==> config.mk <==
export PLATFORM = sky130hd
export DESIGN_NAME = alu_wb_queue
export DESIGN_NICKNAME = d
export VERILOG_FILES = /design/src/rtl/alu_wb_queue.sv
export SDC_FILE = /design/constraint.sdc
export NUM_CORES = 1
export LEC_CHECK = 0
export CAP_MARGIN = 20
export CORE_MARGIN = 1
export CORE_UTILIZATION = 45
export CTS_BUF_LIST = sky130_fd_sc_hd__clkbuf_8
export DETAILED_ROUTE_END_ITERATION = 10
export PLACE_DENSITY = 0.75
export SETUP_SLACK_MARGIN = 0.3
export SLEW_MARGIN = 20
export SYNTH_ARGS = -nofsm -noshare
export SYNTH_HDL_FRONTEND = slang
export SYNTH_SLANG_ARGS = --single-unit
==> constraint.sdc <==
create_clock -name i_clk -period 3.66 [get_ports i_clk]
set_input_delay 0.915 -clock i_clk [delete_from_list [all_inputs] [get_ports i_clk]]
set_output_delay 0.915 -clock i_clk [all_outputs]
set_load 0.01 [all_outputs]
==> src/rtl/alu_wb_queue.sv <==
// alu_wb_queue: captures ALU results (with W-op sign extension) into a FIFO,
// drains them to the register-file write port and answers forwarding lookups.
module alu_wb_queue #(
    parameter int BUS_DATA_WIDTH = 64,
    parameter int DEPTH          = 4
) (
    input  logic                      i_clk,
    input  logic                      i_reset,
    input  logic                      i_res_valid,
    output logic                      o_res_ready,
    input  logic [BUS_DATA_WIDTH-1:0] i_res_data,
    input  logic [4:0]                i_res_rd,
    input  logic                      i_res_word,
    output logic                      o_wb_valid,
    input  logic                      i_wb_ready,
    output logic [4:0]                o_wb_rd,
    output logic [BUS_DATA_WIDTH-1:0] o_wb_data,
    input  logic [4:0]                i_fwd_rs,
    output logic                      o_fwd_hit,
    output logic [BUS_DATA_WIDTH-1:0] o_fwd_data,
    output logic [$clog2(DEPTH):0]    o_count
);
    localparam int AW = $clog2(DEPTH);
    logic [BUS_DATA_WIDTH-1:0] r_data [DEPTH];
    logic [4:0]                r_rd   [DEPTH];
    logic [AW-1:0]             r_wptr;
    logic [AW-1:0]             r_rptr;
    logic [AW:0]               r_count;
    logic                      w_enq;
    logic                      w_store;
    logic                      w_deq;
    logic [BUS_DATA_WIDTH-1:0] w_ext;
    // ready comes only from registered occupancy, never from wb_ready
    assign o_res_ready = r_count != (AW+1)'(DEPTH);
    assign o_wb_valid  = r_count != '0;
    assign w_enq       = i_res_valid & o_res_ready;
    assign w_store     = w_enq & (i_res_rd != 5'd0);
    assign w_deq       = o_wb_valid & i_wb_ready;
    assign w_ext       = i_res_word ? {{(BUS_DATA_WIDTH-32){i_res_data[31]}}, i_res_data[31:0]} : i_res_data;
    assign o_wb_rd     = o_wb_valid ? r_rd[r_rptr] : '0;
    assign o_wb_data   = o_wb_valid ? r_data[r_rptr] : '0;
    assign o_count     = r_count;
    always_ff @(posedge i_clk) begin
        if (i_reset) begin
            r_wptr  <= '0;
            r_rptr  <= '0;
            r_count <= '0;
        end else begin
            if (w_store) r_wptr <= r_wptr + 1'b1;
            if (w_deq) r_rptr <= r_rptr + 1'b1;
            r_count <= r_count + (AW+1)'(w_store) - (AW+1)'(w_deq);
        end
    end
    always_ff @(posedge i_clk) begin
        if (w_store && !i_reset) begin
            r_data[r_wptr] <= w_ext;
            r_rd[r_wptr]   <= i_res_rd;
        end
    end
    // scan oldest to newest so the newest matching entry is the one left standing
    always_comb begin
        o_fwd_hit  = 1'b0;
        o_fwd_data = '0;
        for (int k = 0; k < DEPTH; k++) begin
            if ((AW+1)'(k) < r_count && i_fwd_rs != 5'd0 && r_rd[r_rptr + AW'(k)] == i_fwd_rs) begin
                o_fwd_hit  = 1'b1;
                o_fwd_data = r_data[r_rptr + AW'(k)];
            end
        end
    end
endmodule

==> run_results.csv, run 1 <==
group,metric,value,unit
grt,first_global_vias,15260,
placed_design,port_buffers,217,
synth,syn_nets,1518,
sta,max_slew_margin,0.4232,
critical_path,path_cells,"clkdlybuf4s50_1, nor2_4, a211o_1, a221o_1, nor3b_4, buf_6, buf_12, buf_12, buf_16, a31oi_4, o221ai_2, buf_2",
power_and_ir_drop,combPwrFrac,0.557,
critical_path,r2r_start,"o_count[1]",
cells_and_area,fin_nets,1947,
critical_path,cp_data_required_time,2.74,ns
sta,period_needed,4.455,ns
synth,yosysSeqAreaShare,0.4710,
die,fp.dieH,201.9,um
cts,clock_sinks,285,
critical_path,critical-path-slowest-cell,"clkdlybuf4s50_1",
grt,antenna_found_initial,6,
sta,report.final.setup_viol,67,
critical_path,crit_buf_inv,6,
sta,rsz0062_at_grt,"true",
power_and_ir_drop,p_switching,5.469,mW
sta,whs,0.6425,ns
cells_and_area,final_util,0.6788,
die,core_area,39010,um^2
detailed_routing,avgRoutedWirePerCell,25.05,um
cts,cts_buffer_depth,3,
critical_path,critPathLaunchType,"input pin",
critical_path,cp_common_cell,"buf_12",
sta,fin_ws,-0.7952,ns
cts,root_buffer,"clkbuf_8",
placed_design,gp_congestion,0.8364,
critical_path,crit_path_max_fanout,8,
job,drv_cap,0,
detailed_routing,drtPass1Iterations,5,
grt,grt_max_degree,192,
critical_path,endpoint_kind,"output port",
detailed_routing,initialDrtViolationCount,1371,
detailed_routing,viasPerCell,6.317,
die,die_x,201.9,um
power_and_ir_drop,vdd_drop_max,0.3579,mV
power_and_ir_drop,p_seq_frac,0.255,
worst_hold_path,holdCritPathClass,"flop to flop",
detailed_routing,wirelength,60590,um
cts,numCtsBuffers,51,
power_and_ir_drop,pwr_density_cell,592.4,nW/um^2
die,initial_core_util,0.4609,
synth,synth_cell_type_count,39,
placed_design,dpl_cell_area,22490,um^2
placed_design,pre_cts_slack,-1.028,ns
die,pin_count,218,
sta,clock_skew,0.03056,ns
cts,clk-insertion-delay-late,0.62,ns
cts,htreeDepth,2,
grt,overflow,0,
critical_path,slowest_delay,0.54,ns
cells_and_area,area_growth,47.28,%
critical_path,arrival,3.54,ns
outcome,status,"finished with violations",
sta,worst_slew_pin_slew,0.8652,ns
critical_path,startpoint,"i_fwd_rs[4]",
detailed_routing,via_count,15280,
power_and_ir_drop,internal_power,10.22,mW
sta,slew_viol_final,0,
cts,cts.clk_slew.worst_paths,0.06,ns
critical_path,crit_type,"input pin to output port",
synth,yosysWarnings,0,
cts,cts_hold_buf,0,
detailed_routing,antenna_left,0,
cells_and_area,drive_above_1_share,0.4866,
outcome,violations,"setup timing",
die,die_area,40760,um^2
power_and_ir_drop,p_sw_frac,0.3486,
critical_path,crit_family,"buffers and inverters",
detailed_routing,drc,0,
die,rows,72,
grt,grt_pass1_wl,89910,um
placed_design,dp_hpwl,34100,um
synth,synth-seq-cells,285,
sta,max_freq,0.2245,GHz
sta,hold_viol,0,
synth,synthCells,1430,
power_and_ir_drop,power_frac_clock,0.188,
synth,syn_area,17980,um^2
placed_design,placedCellCount,2153,
cells_and_area,fin_cells,2419,
cts,cts_tree,"yes",
cells_and_area,design_area,26480,um^2
sta,period_share,1.217,
grt,grtUsageTotal,0.2897,
power_and_ir_drop,p_leak,9.126,nW
worst_hold_path,min_from,"o_count[0]",
synth,syn_avg_cell_area,12.57,um^2
## kinds of logic after synthesis
group / share of synthesized area
adder cells (fa/ha/maj): 0.006681
XOR/XNOR: 0.01120
AND/OR/NAND/NOR: 0.09319
AO/OA/AOI/OAI: 0.1063
multiplexers: 0.2665
buffers and inverters: 0.04503
flip-flops: 0.4710
## worst register-to-register path: stages (launching register included)
cell,delay (ns)
dfxtp_1,0.33
inv_1,0.08
buf_4,0.14
nand3_4,0.14
buf_6,0.22
and2_1,0.22
ha_1,0.30
inv_1,0.04
ha_1,0.19
fa_1,0.41
xor2_1,0.17
nor2_1,0.05
## synth_stat cells, drive strengths merged
cell type  instances  share of area
edfxtp           276           0.46
mux4             152           0.19
nand2            131          0.027
clkbuf            94          0.020
and2              76          0.026
nor2              71          0.015
mux2i             67          0.037
nor3              65          0.018
o211ai            63          0.026
a21oi             62          0.017
a31oi             62          0.022
mux2              62          0.039
o221ai            62          0.030
buf               54          0.017
inv               39         0.0081
o21ai             34         0.0095
xnor2             16         0.0078
dfxtp              9          0.010
ha                 8         0.0056
xor2               7         0.0034
nand3              3        0.00083
and3               2        0.00070
nand4              2        0.00070
nor2b              2        0.00070
or2                2        0.00070
a211o              1        0.00049
a221o              1        0.00056
a221oi             1        0.00049
fa                 1         0.0011
nand3b             1        0.00042
nor3b              1        0.00070
nor4               1        0.00070
or3b               1        0.00049
or4                1        0.00042
## worst paths after layout
path,slack [ns],depth (start not counted),to
setup / recovery,-0.80,12,o_fwd_data[26]
hold / removal,0.64,2,o_count[0]
setup reg to reg,1.26,11,o_count[2]
hold reg to reg,0.64,2,o_count[0]
## timing repair
item | in CTS | in global routing
gates cloned | 21 | 2
resized for setup | 668 | 191
endpoints found under the setup margin | 135 | 118
pin swaps | 84 | 46
buffers inserted | 114 | 34
## final cells by class
cell class / instances / area (um^2)
fillers: 2607 / 12530
multi-input cells: 958 / 10320
flip-flops and latches: 285 / 8483
repair buffers: 524 / 5871
clock buffers: 54 / 743.2
well taps: 518 / 648.1
clock inverters: 37 / 260.3
inverters: 39 / 146.4
diodes: 4 / 10.01
## stage by stage
stage                     TNS (ns)  total power, mW
after floorplan                  0            8.107
after global placement      -60.18            10.50
after detailed placement    -61.33            10.60
after CTS                   -42.33            14.83
after global routing        -51.80            16.33
final                       -45.68            15.69
## cells in the final DEF (no fill, tap or decap), types with 32 or more instances in the layout
master and count:
o211ai_1 63, mux2_2 62, edfxtp_1 276, a21oi_1 62, buf_6 138, mux4_2 152, inv_1 53, a31oi_4 47
clkdlybuf4s50_1 85, buf_4 145, nor3_1 57, nand2_1 123, buf_2 54, o21ai_0 32, mux2i_1 65, o221ai_2 49
and2_4 59, clkbuf_8 54, buf_12 57, nor2_1 69
## state kept, by name (all words and copies together), names as in the netlist, named ones only
register and flops:
r_wptr 2, r_rptr 2, r_data 256, o_count 3, r_rd 20
## power groups by stage
| stage | clock network [mW] | logic, mW | registers [mW] |
|---|---|---|---|
| 2_1_floorplan | 0 | 4.12 | 3.98 |
| 3_3_place_gp | 0 | 6.47 | 4.04 |
| 3_5_place_dp | 0 | 6.54 | 4.06 |
| 4_1_cts | 2.98 | 7.86 | 3.99 |
| 5_1_grt | 3.12 | 9.19 | 4.02 |
| 6_report | 2.95 | 8.74 | 4.00 |
## per-layer routing
layer  part of all wire  track usage
met2               0.49       0.4782
met4              0.042       0.1261
met5            0.00043            0
met3              0.082      0.05160
met1               0.39       0.3754
No activity file was read; power rests on OpenSTA's default activity.
==> run 2: changes to the inputs <==
clock period = 5.4 ns   (was 3.66 ns; I/O delays follow)
==> run_results.csv, run 2 (synthesis results as in run 1) <==
group,metric,value,unit
cts,cts_tree,"yes",
cts,cts.clk_slew.worst_paths,0.06,ns
cells_and_area,regArea,8483,um^2
critical_path,critical-path-slowest-cell,"a221o_1",
grt,overflow,0,
cells_and_area,final_common_cell,"edfxtp_1",
detailed_routing,via_count,13900,
sta,period_share,0.9352,
critical_path,critPathLaunchType,"input pin",
cells_and_area,drive_above_1_share,0.2492,
sta,clock_skew,0.03954,ns
sta,max_freq,0.1980,GHz
die,die_area,40760,um^2
die,fp.dieH,201.9,um
placed_design,gp_congestion,0.8384,
sta,worst_slew_pin_slew,1.042,ns
critical_path,slowest_delay,0.37,ns
cts,cts_hold_buf,0,
critical_path,path_cells,"dlygate4sd2_1, nor3_2, a211o_1, a221o_1, nor3b_4, buf_12, buf_4, bufbuf_16, a31oi_1, o221ai_1, clkdlybuf4s15_1",
sta,fin_ws,0.3500,ns
cts,root_buffer,"clkbuf_8",
critical_path,crit_type,"input pin to output port",
sta,whs,0.5696,ns
die,pin_count,218,
cts,htreeDepth,2,
cells_and_area,regMostFlops,"r_data",
grt,first_global_vias,13840,
die,rows,72,
critical_path,arrival,3.70,ns
grt,grt_max_degree,101,
detailed_routing,antenna_left,0,
cells_and_area,largest_register_ffs,256,
detailed_routing,avgRoutedWirePerCell,24.01,um
detailed_routing,wirelength,52340,um
sta,period_needed,5.050,ns
critical_path,crit_buf_inv,5,
die,core_area,39010,um^2
detailed_routing,drc,0,
placed_design,port_buffers,217,
cells_and_area,layout_common_cells,"edfxtp_1, mux4_2, clkdlybuf4s50_1, nand2_1, and2_1",
cells_and_area,final_util,0.5663,
sta,max_slew_margin,0.3051,
sta,hold_viol,0,
sta,report.final.setup_viol,0,
placed_design,dp_hpwl,31590,um
cells_and_area,fin_nets,1716,
grt,grt_pass1_wl,78900,um
grt,grtUsageTotal,0.2503,
critical_path,crit_family,"buffers and inverters",
power_and_ir_drop,vdd_drop_max,0.2227,mV
detailed_routing,viasPerCell,6.377,
placed_design,pre_cts_slack,-0.2397,ns
critical_path,cp_data_required_time,4.05,ns
power_and_ir_drop,pwr_density_cell,396.8,nW/um^2
sta,rsz0062_at_grt,"true",
detailed_routing,initialDrtViolationCount,1532,
cts,cts_buffer_depth,3,
cells_and_area,area_growth,22.86,%
die,initial_core_util,0.4609,
cts,clock_sinks,285,
cells_and_area,nFillCells,3148,
cts,numCtsBuffers,48,
job,drv_cap,0,
critical_path,crit_path_max_fanout,9,
sta,fin_tns_setup,0,ns
grt,antenna_found_initial,4,
cts,clk-insertion-delay-late,0.57,ns
outcome,status,"complete, no violations",
sta,slew_viol_final,0,
die,die_x,201.9,um
critical_path,endpoint_kind,"output port",
power_and_ir_drop,p_leak,7.132,nW
worst_hold_path,holdCritPathClass,"flop to flop",
cells_and_area,multi_input_area,8833,um^2
detailed_routing,drtPass1Iterations,5,
run 2: stage by stage:
step / total power, mW / cells / instance area (um^2)
global placement: 6.834 / 2077 / 20900
CTS: 8.748 / 2169 / 21980
floorplan: 5.363 / 1430 / 17980
detailed placement: 6.905 / 2077 / 20900
finish: 8.764 / 2180 / 22090
global route: 9.186 / 2179 / 22090
run 2: routing by layer:
layer / vias to the layer above / part of all wire / wire [um] / track usage
met2: 793 / 0.48 / 25110 / 0.4006
met3: 103 / 0.093 / 4852 / 0.04853
met5: - / 0.00073 / 38 / 0
met1: 6939 / 0.40 / 21100 / 0.3400
li1: 6060 / - / - / -
met4: 6 / 0.024 / 1235 / 0.09064
run 2: area by class of cell:
type,count,share of cell area
Clock inverter,32,0.009063
Tap cell,518,0.02934
Multi-Input combinational cell,958,0.3999
Inverter,39,0.006627
Sequential cell,285,0.3840
Antenna cell,1,0.0001133
Timing Repair Buffer,296,0.1391
Clock buffer,51,0.03178
run 2: worst reg2reg max path, cell delays in order, from the launching register on:
cell	delay [ns]
dfxtp_1	0.33
inv_1	0.16
nand3_2	0.37
and2_1	0.37
ha_1	0.29
inv_1	0.04
ha_1	0.19
fa_1	0.41
xor2_1	0.18
nor2_1	0.05
run 2: worst paths after layout:
path         slack (ns)              to  depth (start not counted)         from
max reg2reg        2.89      o_count[2]                          9   o_count[1]
min reg2reg        0.57       r_wptr[1]                          2    r_wptr[1]
min                0.57       r_wptr[1]                          2    r_wptr[1]
max                0.35  o_fwd_data[57]                         11  i_fwd_rs[0]
run 2: power breakdown:
| part | total (mW) | leakage, nW | internal (mW) | switching, mW |
|---|---|---|---|---|
| Sequential | 2.73 | 2.59 | 2.60 | 0.127 |
| Clock | 1.83 | 0.512 | 0.970 | 0.860 |
| Combinational | 4.21 | 4.03 | 2.09 | 2.12 |
| Total | 8.76 | 7.13 | 5.66 | 3.11 |
run 2: timing repair:
action                     4_1_cts  5_1_grt
gates cloned                     3        1
setup buffers                    6        9
pin swaps                        3        5
gates resized for setup        100       51
setup endpoints to repair       89       58
